==> src/rtl/servant_uart_loader.sv <==
// UART boot loader: receives a length-prefixed 8N1 image and writes it to RAM
// as 32-bit Wishbone writes, holding the CPU in reset until the load is done.
module servant_uart_loader #(
    parameter int CLK_DIV = 139,
    parameter int memsize = 8192
) (
    input  logic        i_wb_clk,
    input  logic        i_wb_rst,
    input  logic        i_rx,
    output logic [31:0] o_wb_adr,
    output logic [31:0] o_wb_dat,
    output logic [3:0]  o_wb_sel,
    output logic        o_wb_we,
    output logic        o_wb_cyc,
    input  logic        i_wb_ack,
    output logic        o_cpu_rst,
    output logic        o_done,
    output logic        o_err
);
    localparam int            CW        = $clog2(CLK_DIV);
    localparam logic [CW-1:0] CNT_FULL  = CW'(CLK_DIV - 1);
    localparam logic [CW-1:0] CNT_HALF  = CW'(CLK_DIV / 2 - 1);
    localparam logic [31:0]   MEM_BYTES = 32'(memsize);

    typedef enum logic [1:0] {RX_IDLE, RX_START, RX_DATA, RX_STOP} rx_state_t;
    typedef enum logic [1:0] {LD_HDR, LD_DATA, LD_DONE} ld_state_t;

    logic          rx_meta_q, rx_sync_q;
    rx_state_t     rx_state_q, rx_state_d;
    logic [CW-1:0] cnt_q, cnt_d;
    logic [2:0]    bit_q, bit_d;
    logic [7:0]    shift_q, shift_d;
    logic          rx_valid_q, rx_valid_d;
    logic          rx_ferr;

    ld_state_t     ld_state_q, ld_state_d;
    logic [1:0]    hdr_cnt_q, hdr_cnt_d;
    logic [31:0]   len_q, len_d;
    logic [31:0]   byte_idx_q, byte_idx_d;
    logic [31:0]   asm_dat_q, asm_dat_d;
    logic [3:0]    asm_sel_q, asm_sel_d;
    logic          final_q, final_d;
    logic [31:0]   wb_adr_q, wb_adr_d;
    logic [31:0]   wb_dat_q, wb_dat_d;
    logic [3:0]    wb_sel_q, wb_sel_d;
    logic          cyc_q, cyc_d;
    logic          err_q, err_d;

    logic [1:0]    lane;
    logic          last_byte;
    logic [31:0]   len_n;
    logic [31:0]   asm_dat_n;
    logic [3:0]    asm_sel_n;

    always_ff @(posedge i_wb_clk) begin
        if (i_wb_rst) begin
            rx_meta_q  <= 1'b1;
            rx_sync_q  <= 1'b1;
            rx_state_q <= RX_IDLE;
            cnt_q      <= '0;
            bit_q      <= '0;
            shift_q    <= '0;
            rx_valid_q <= 1'b0;
            ld_state_q <= LD_HDR;
            hdr_cnt_q  <= '0;
            len_q      <= '0;
            byte_idx_q <= '0;
            asm_dat_q  <= '0;
            asm_sel_q  <= '0;
            final_q    <= 1'b0;
            wb_adr_q   <= '0;
            wb_dat_q   <= '0;
            wb_sel_q   <= '0;
            cyc_q      <= 1'b0;
            err_q      <= 1'b0;
        end else begin
            rx_meta_q  <= i_rx;
            rx_sync_q  <= rx_meta_q;
            rx_state_q <= rx_state_d;
            cnt_q      <= cnt_d;
            bit_q      <= bit_d;
            shift_q    <= shift_d;
            rx_valid_q <= rx_valid_d;
            ld_state_q <= ld_state_d;
            hdr_cnt_q  <= hdr_cnt_d;
            len_q      <= len_d;
            byte_idx_q <= byte_idx_d;
            asm_dat_q  <= asm_dat_d;
            asm_sel_q  <= asm_sel_d;
            final_q    <= final_d;
            wb_adr_q   <= wb_adr_d;
            wb_dat_q   <= wb_dat_d;
            wb_sel_q   <= wb_sel_d;
            cyc_q      <= cyc_d;
            err_q      <= err_d;
        end
    end

    always_comb begin
        rx_state_d = rx_state_q;
        cnt_d      = cnt_q;
        bit_d      = bit_q;
        shift_d    = shift_q;
        rx_valid_d = 1'b0;
        rx_ferr    = 1'b0;
        unique case (rx_state_q)
            RX_IDLE: begin
                if (!rx_sync_q) begin
                    rx_state_d = RX_START;
                    cnt_d      = CNT_HALF;
                end
            end
            RX_START: begin
                if (cnt_q == '0) begin
                    rx_state_d = rx_sync_q ? RX_IDLE : RX_DATA;
                    cnt_d      = CNT_FULL;
                    bit_d      = '0;
                end else begin
                    cnt_d = cnt_q - 1'b1;
                end
            end
            RX_DATA: begin
                if (cnt_q == '0) begin
                    shift_d = {rx_sync_q, shift_q[7:1]};
                    cnt_d   = CNT_FULL;
                    bit_d   = bit_q + 3'd1;
                    if (bit_q == 3'd7) rx_state_d = RX_STOP;
                end else begin
                    cnt_d = cnt_q - 1'b1;
                end
            end
            RX_STOP: begin
                if (cnt_q == '0) begin
                    rx_valid_d = rx_sync_q;
                    rx_ferr    = !rx_sync_q;
                    rx_state_d = RX_IDLE;
                end else begin
                    cnt_d = cnt_q - 1'b1;
                end
            end
            default: rx_state_d = RX_IDLE;
        endcase
    end

    always_comb begin
        ld_state_d = ld_state_q;
        hdr_cnt_d  = hdr_cnt_q;
        len_d      = len_q;
        byte_idx_d = byte_idx_q;
        asm_dat_d  = asm_dat_q;
        asm_sel_d  = asm_sel_q;
        final_d    = final_q;
        wb_adr_d   = wb_adr_q;
        wb_dat_d   = wb_dat_q;
        wb_sel_d   = wb_sel_q;
        cyc_d      = cyc_q;
        err_d      = err_q;

        lane      = byte_idx_q[1:0];
        last_byte = (byte_idx_q + 32'd1) == len_q;
        len_n     = {shift_q, len_q[31:8]};
        asm_dat_n = asm_dat_q | (32'(shift_q) << {lane, 3'b000});
        asm_sel_n = asm_sel_q | (4'b0001 << lane);

        if (cyc_q && i_wb_ack) cyc_d = 1'b0;
        if (rx_ferr && ld_state_q != LD_DONE) err_d = 1'b1;

        unique case (ld_state_q)
            LD_HDR: begin
                if (rx_valid_q) begin
                    len_d     = len_n;
                    hdr_cnt_d = hdr_cnt_q + 2'd1;
                    if (hdr_cnt_q == 2'd3) begin
                        byte_idx_d = '0;
                        ld_state_d = (len_n == '0) ? LD_DONE : LD_DATA;
                    end
                end
            end
            LD_DATA: begin
                if (rx_valid_q && !final_q) begin
                    byte_idx_d = byte_idx_q + 32'd1;
                    if (last_byte) final_d = 1'b1;
                    if (byte_idx_q >= MEM_BYTES) begin
                        err_d = 1'b1;
                    end else if (lane == 2'd3 || last_byte) begin
                        asm_dat_d = '0;
                        asm_sel_d = '0;
                        // Previous write still pending: the word cannot be held, so drop it.
                        if (cyc_q) begin
                            err_d = 1'b1;
                        end else begin
                            wb_adr_d = {byte_idx_q[31:2], 2'b00};
                            wb_dat_d = asm_dat_n;
                            wb_sel_d = asm_sel_n;
                            cyc_d    = 1'b1;
                        end
                    end else begin
                        asm_dat_d = asm_dat_n;
                        asm_sel_d = asm_sel_n;
                    end
                end
                if (final_q && (!cyc_q || i_wb_ack)) ld_state_d = LD_DONE;
            end
            default: ;
        endcase
    end

    assign o_wb_adr  = wb_adr_q;
    assign o_wb_dat  = wb_dat_q;
    assign o_wb_sel  = wb_sel_q;
    assign o_wb_cyc  = cyc_q;
    assign o_wb_we   = cyc_q;
    assign o_err     = err_q;
    assign o_done    = (ld_state_q == LD_DONE);
    assign o_cpu_rst = (ld_state_q != LD_DONE);

endmodule

==> config.mk <==
export PLATFORM = sky130hd
export DESIGN_NAME = servant_uart_loader
export DESIGN_NICKNAME = d
export VERILOG_FILES = /design/src/rtl/servant_uart_loader.sv
export SDC_FILE = /design/constraint.sdc
export NUM_CORES = 1
export LEC_CHECK = 0
export CELL_PAD_IN_SITES_DETAIL_PLACEMENT = 0
export CELL_PAD_IN_SITES_GLOBAL_PLACEMENT = 1
export CORE_MARGIN = 4
export CORE_UTILIZATION = 45
export CTS_BUF_LIST = sky130_fd_sc_hd__clkbuf_8
export DETAILED_ROUTE_END_ITERATION = 12
export PLACE_DENSITY_LB_ADDON = 0.1
export SYNTH_ARGS = -nofsm -noshare
export SYNTH_HDL_FRONTEND = slang
export SYNTH_SLANG_ARGS = --single-unit
==> constraint.sdc <==
create_clock -name i_wb_clk -period 4.5 [get_ports i_wb_clk]
set_clock_uncertainty 0.2 [all_clocks]
set_input_delay 1.125 -clock i_wb_clk [delete_from_list [all_inputs] [get_ports i_wb_clk]]
set_output_delay 1.125 -clock i_wb_clk [all_outputs]
set_load 0.02 [all_outputs]
==> summary.md, run 1 <==
| Metric | Value |
|---|---|
| GRT overflow | `0` |
| Top_reg_cell synth | `dfxtp_1` |
| Average size of a mapped cell | `7.86 µm²` |
| Largest net degree at the start of global routing | `87` |
| Final WL | `26.6 mm` |
| Worst EP arrival | `4310 ps` |
| Die Wd | `152 µm` |
| Starting Density | `46.1%` |
| Min Tclk post-route | `4130 ps` |
| Final Hold Vio Count | `0` |
| Worst Path Required | `4680 ps` |
| CP max FO | `86` |
| Post-Synth Adder-Cell Area | `1.87%` |
| Die span in y | `152 µm` |
| Asr flop ratio synth | `0%` |
| Post-synthesis compound-gate area fraction | `21.7%` |
| Maximum clock path buffer count | `2` |
| Postcts setup bufs | `0` |
| Ports | `77` |
| Antenna viol nets, final | `0` |
| Initial antenna violation count | `0` |
| Switching share of power | `28.3%` |
| CTS Buf Count | `17` |
| First DRT Iteration DRCs | `630` |
| Number of global-route vias before repair | `7878` |
| Sink Count | `197` |
| CP Capture Type | `flop` |
| FP Rows | `52` |
| Comb pwr share | `4.6%` |
| ANT cells | `0` |
| DRC Markers | `0` |
| TritonCTS clock tree | `yes` |
| Synth unique cells | `65` |
| Unrepaired setup endpoints after global routing | `no` |
| Register area share after synthesis | `42.0%` |
| Share of cells above drive strength 1 | `7.18%` |
| Pleak | `3.63 nW` |
| First-pass GRT wire length | `43.4 mm` |
| Final Cycle Share | `91.9%` |
| Clock power share | `38.9%` |
| Status | `finished, final reports clean` |
| Worst-path clk slew | `120 ps` |
| Wire per inst | `17.8 µm` |
| Post-Synth Simple-Gate Area | `25.1%` |
| Hold Path Class | `reg -> reg` |
| Drt via density | `5.71` |
| HPWL after detailed placement | `17.8 mm` |
| Worst-Margin Slew | `913 ps` |
| Htree depth | `4` |
| Slew HR | `39.1%` |
| Mapped Area | `9390 µm²` |
| GP Congestion | `0.950` |
| Largest family of logic cells by synthesized area | `simple AND/OR/NAND/NOR gates` |
| Final-stage net count | `1231` |
| Seq pwr share | `56.5%` |
| Root Buffer | `clkbuf_8` |
| Worst IR drop on VDD | `0.000198 V` |
| Core area | `20400 µm²` |
| Area delta synth->final | `13.9%` |
| DIE AREA | `23200 µm²` |
| FMAX | `0.242 GHz` |
| Vias after detailed routing | `8543` |
| Endpoints failing setup | `0` |
| Resized Gates After CTS | `0` |
| Cell-internal power | `2.23 mW` |
| Max_cap viols | `0` |
| GRT Overall Usage | `22.6%` |
| Critical Path Start Type | `flop` |
| Register bit count reported by yosys | `197` |
| Synth Warn # | `0` |
| Mapped Cells | `1195` |
| Detailed Routing Iterations Pass 1 | `5` |
| Power Dens Cells | `291 nW/µm²` |
| Slew Viols, Final | `0` |
| Setup TNS | `0 ps` |
| XOR/XNOR Fraction of Synth Area | `3.64%` |
| Clock latency on the worst-skew pair | `490 ps` |
| Final setup margin | `366 ps` |
| Cts hold-fix bufs | `0` |
| Post-synth EDFFs | `0` |
| Psw | `0.882 mW` |
| Mux cell area share after synthesis | `0.213%` |
| Pre-CTS WS | `454 ps` |
| Buffers on Ports | `74` |
| WS Path Type | `reg -> reg` |
==> state kept, by name, summed over array words and instances, names as in the netlist, named ones only <==
name,cells
byte_idx_q,32
o_wb_sel,4
final_q,1
rx_meta_q,1
asm_dat_q,32
rx_state_q,1
ld_state_q,2
o_wb_cyc,1
bit_q,3
hdr_cnt_q,2
rx_sync_q,1
asm_sel_q,4
shift_q,8
len_q,32
o_wb_adr,30
cnt_q,8
o_err,1
o_wb_dat,32
rx_valid_q,1
==> stage by stage <==
stage          instance area (µm²)  std cells  util (%)  total power [mW]  hold slack, ps
2_1_floorplan                 9390       1196         -              1.91             189
5_1_grt                      10700       1496      52.5              3.25             268
3_5_place_dp                 10300       1464      50.4              1.94             196
3_3_place_gp                 10300       1464      50.4              1.95             194
4_1_cts                      10700       1496      52.5              3.14             224
6_report                     10700       1496      52.5              3.11             221
==> cell usage after synthesis (17+ instances only) <==
cell      number  share of area (%)
nor4_1        22                1.5
xor2_1        17                1.6
xnor2_1       22                2.1
a211oi_1      39                3.1
clkbuf_1      76                3.0
and2_1        29                1.9
dfxtp_1      197                 42
o21ai_0       69                3.7
nand2_1      188                7.5
nor2_1        95                3.8
nand3_1       28                1.5
nor3_1        27                1.4
a21oi_1      160                8.5
nand4_1       18                1.2
==> cell type report <==
class / instances / area (µm²)
Clock buffer: 17 / 234
Clock inverter: 15 / 191
Fill cell: 2010 / 9670
Inverter: 13 / 48.8
Multi-Input combinational cell: 879 / 4960
Sequential cell: 197 / 3940
Tap cell: 270 / 338
Timing Repair Buffer: 105 / 983
==> power by group through the flow <==
stage	Sequential, mW	Combinational [mW]	Clock, mW
floorplan	1.80	0.112	0
global placement	1.80	0.147	0
detailed placement	1.80	0.146	0
CTS	1.76	0.146	1.24
global route	1.76	0.165	1.32
finish	1.76	0.144	1.21
==> cells in the final DEF, fill, tap and decap left out, types with 22 or more instances in the layout <==
| cell type | synthesis | routed |
|---|---|---|
| dfxtp_1 | 197 | 197 |
| nand2_1 | 188 | 188 |
| a21oi_1 | 160 | 160 |
| nor2_1 | 95 | 94 |
| clkdlybuf4s50_1 | 0 | 73 |
| o21ai_0 | 69 | 69 |
| a211oi_1 | 39 | 39 |
| buf_4 | 7 | 31 |
| and2_1 | 29 | 29 |
| nand3_1 | 28 | 28 |
| nor3_1 | 27 | 26 |
| xnor2_1 | 22 | 22 |
| nor4_1 | 22 | 22 |
==> layer usage <==
metal / global-route usage, % / routed length, µm / part of all wire [%]
met1: 33.2 / 13000 / 49
met2: 34.6 / 11600 / 44
met3: 4.46 / 1590 / 6.0
met4: 4.62 / 397 / 1.5
met5: 0 / 0 / 0
==> final timing paths <==
check,depth (start not counted),to,slack [ps],from
setup / recovery,9,o_wb_adr[2],370,byte_idx_q[11]
hold / removal,1,rx_sync_q,220,rx_meta_q
setup reg to reg,9,o_wb_adr[2],370,byte_idx_q[11]
hold reg to reg,1,rx_sync_q,220,rx_meta_q
==> critical path, cell delays in order, from the launching register on <==
cell and delay, ps:
dfxtp_1 590, nand4_2 270, or4_1 720, o311ai_0 390
o211ai_1 150, or4_4 470, o41ai_4 520, buf_12 340
nor3b_1 90, a31o_2 230
==> logic make-up (layout without fill, tap and decap cells) <==
| family | Yosys count | in the layout |
|---|---|---|
| fa+ha+maj | 14 | 14 |
| simple gates | 482 | 482 |
| other cells | 1 | 2 |
| xor+xnor | 39 | 39 |
| buf+inv | 120 | 150 |
| compound gates | 340 | 340 |
| mux | 2 | 2 |
| flops | 197 | 197 |
(Power assumes the default switching activity.)
==> inputs of run 2 (changes only) <==
CORE_MARGIN = 1   (was 4)
==> run 2 against run 1 <==
  * Worst setup slack got worse by 95 ps
  * Routed wire length fell by 0.76%
  * Non-clock buffer count down 2
  * Critical path type unchanged
==> summary.md, run 2 (synthesis results as in run 1) <==
| Metric | Value |
|---|---|
| Final WL | `26.4 mm` |
| TritonCTS clock tree | `yes` |
| FF+latch area | `3940 µm²` |
| Starting Density | `46.1%` |
| Critical Path Start Type | `flop` |
| FP Rows | `52` |
| Hold slack | `228 ps` |
| Slew Viols, Final | `0` |
| Setup TNS | `0 ps` |
| Number of global-route vias before repair | `7743` |
| Fin util | `52.4%` |
| Max_cap viols | `0` |
| Maximum clock path buffer count | `2` |
| GRT overflow | `0` |
| WS Path Type | `reg -> reg` |
| Met1 usage | `35.7%` |
| FMAX | `0.236 GHz` |
| Wire per inst | `17.7 µm` |
| Total power draw | `3.10 mW` |
| GP Congestion | `0.910` |
| HPWL after detailed placement | `17.7 mm` |
| Pre-CTS WS | `413 ps` |
| Met2 Usage GRT | `37.8%` |
| # fillers | `2032` |
| Hold Path Class | `reg -> reg` |
| Resized Gates After CTS | `0` |
| Worst Path Required | `4730 ps` |
| Postcts setup bufs | `0` |
| Buffers on Ports | `74` |
| Largest net degree at the start of global routing | `55` |
| Placed insts | `1462` |
| Detailed Routing Iterations Pass 1 | `5` |
| CP Capture Type | `flop` |
| Sink Count | `197` |
| Clock latency on the worst-skew pair | `500 ps` |
| Met3 Resource Use GR | `4.84%` |
| Area delta synth->final | `13.7%` |
| Unrepaired setup endpoints after global routing | `no` |
| GRT Overall Usage | `25.0%` |
| Vias after detailed routing | `8462` |
| Most frequent cells in the layout | `dfxtp_1 (197), nand2_1 (188), a21oi_1 (160)` |
| Min Tclk post-route | `4230 ps` |
| CP Launch Point | `byte_idx_q[9]` |
| HP Start | `rx_meta_q` |
| Area occupied by multi-input gates | `4960 µm²` |
| Share of cells above drive strength 1 | `6.94%` |
| Final-stage net count | `1229` |
| Antenna viol nets, final | `0` |
| Design area | `10700 µm²` |
| Worst-Margin Slew | `1040 ps` |
| ANT cells | `0` |
| DRC Markers | `0` |
| Most common cell after layout, fill and taps aside | `dfxtp_1` |
| CP max FO | `40` |
| Drt via density | `5.66` |
| Worst EP arrival | `4450 ps` |
| Final setup margin | `271 ps` |
| Core area | `20400 µm²` |
| Htree depth | `4` |
| Initial antenna violation count | `0` |
| Pleak | `3.62 nW` |
| Worst-path clk slew | `130 ps` |
| Ports | `77` |
| DIE AREA | `21400 µm²` |
| Endpoints failing setup | `0` |
| Root Buffer | `clkbuf_8` |
| Final Cycle Share | `94.0%` |
| Slew HR | `30.6%` |
| Final Hold Vio Count | `0` |
| Worst IR drop on VDD | `0.000182 V` |
| Die span in y | `146 µm` |
| First DRT Iteration DRCs | `585` |
| Post-route insts no fill | `1494` |
| Gr busiest metal | `met2` |
| Cts hold-fix bufs | `0` |
| Die Wd | `146 µm` |
| Area after DPL | `10300 µm²` |
| Power Dens Cells | `291 nW/µm²` |
| First-pass GRT wire length | `42.5 mm` |
| Critical R2R Launch | `byte_idx_q[9]` |
| CTS Buf Count | `17` |
| Status | `finished, final reports clean` |
==> run 2: critical path: stages (launching register included) <==
cell	delay (ps)
dfxtp_1	620
nand4_1	320
nor4_1	760
buf_4	280
a21oi_1	100
nor4b_1	490
nand4bb_1	230
o41ai_4	300
buf_12	230
buf_4	350
o211ai_1	130
o21ai_0	110
==> run 2: where the power goes <==
| part | switching (mW) | internal, mW | total, mW |
|---|---|---|---|
| Combinational | 0.107 | 0.0403 | 0.147 |
| Sequential | 0.00844 | 1.75 | 1.76 |
| Clock | 0.765 | 0.433 | 1.20 |
| Total | 0.881 | 2.22 | 3.10 |
==> run 2: path summary, 6_finish.rpt <==
kind / slack [ps] / cells past startpoint / to
setup reg to reg: 270 / 11 / o_wb_sel[2]
hold / removal: 230 / 1 / rx_sync_q
hold reg to reg: 230 / 1 / rx_sync_q
setup / recovery: 270 / 11 / o_wb_sel[2]
==> run 2: per-layer routing <==
layer	routed length, µm	share of wire (%)	vias to the layer above
li1	-	-	4250
met1	13100	50	3988
met2	11500	44	196
met3	1310	5.0	28
met4	472	1.8	0
met5	0	0	-
==> run 2: layout make-up <==
class | instances | share of cell area [%]
Timing Repair Buffer | 103 | 9.07
Tap cell | 270 | 3.17
Inverter | 13 | 0.457
Multi-Input combinational cell | 879 | 46.4
Clock buffer | 17 | 2.19
Clock inverter | 15 | 1.72
Sequential cell | 197 | 37.0
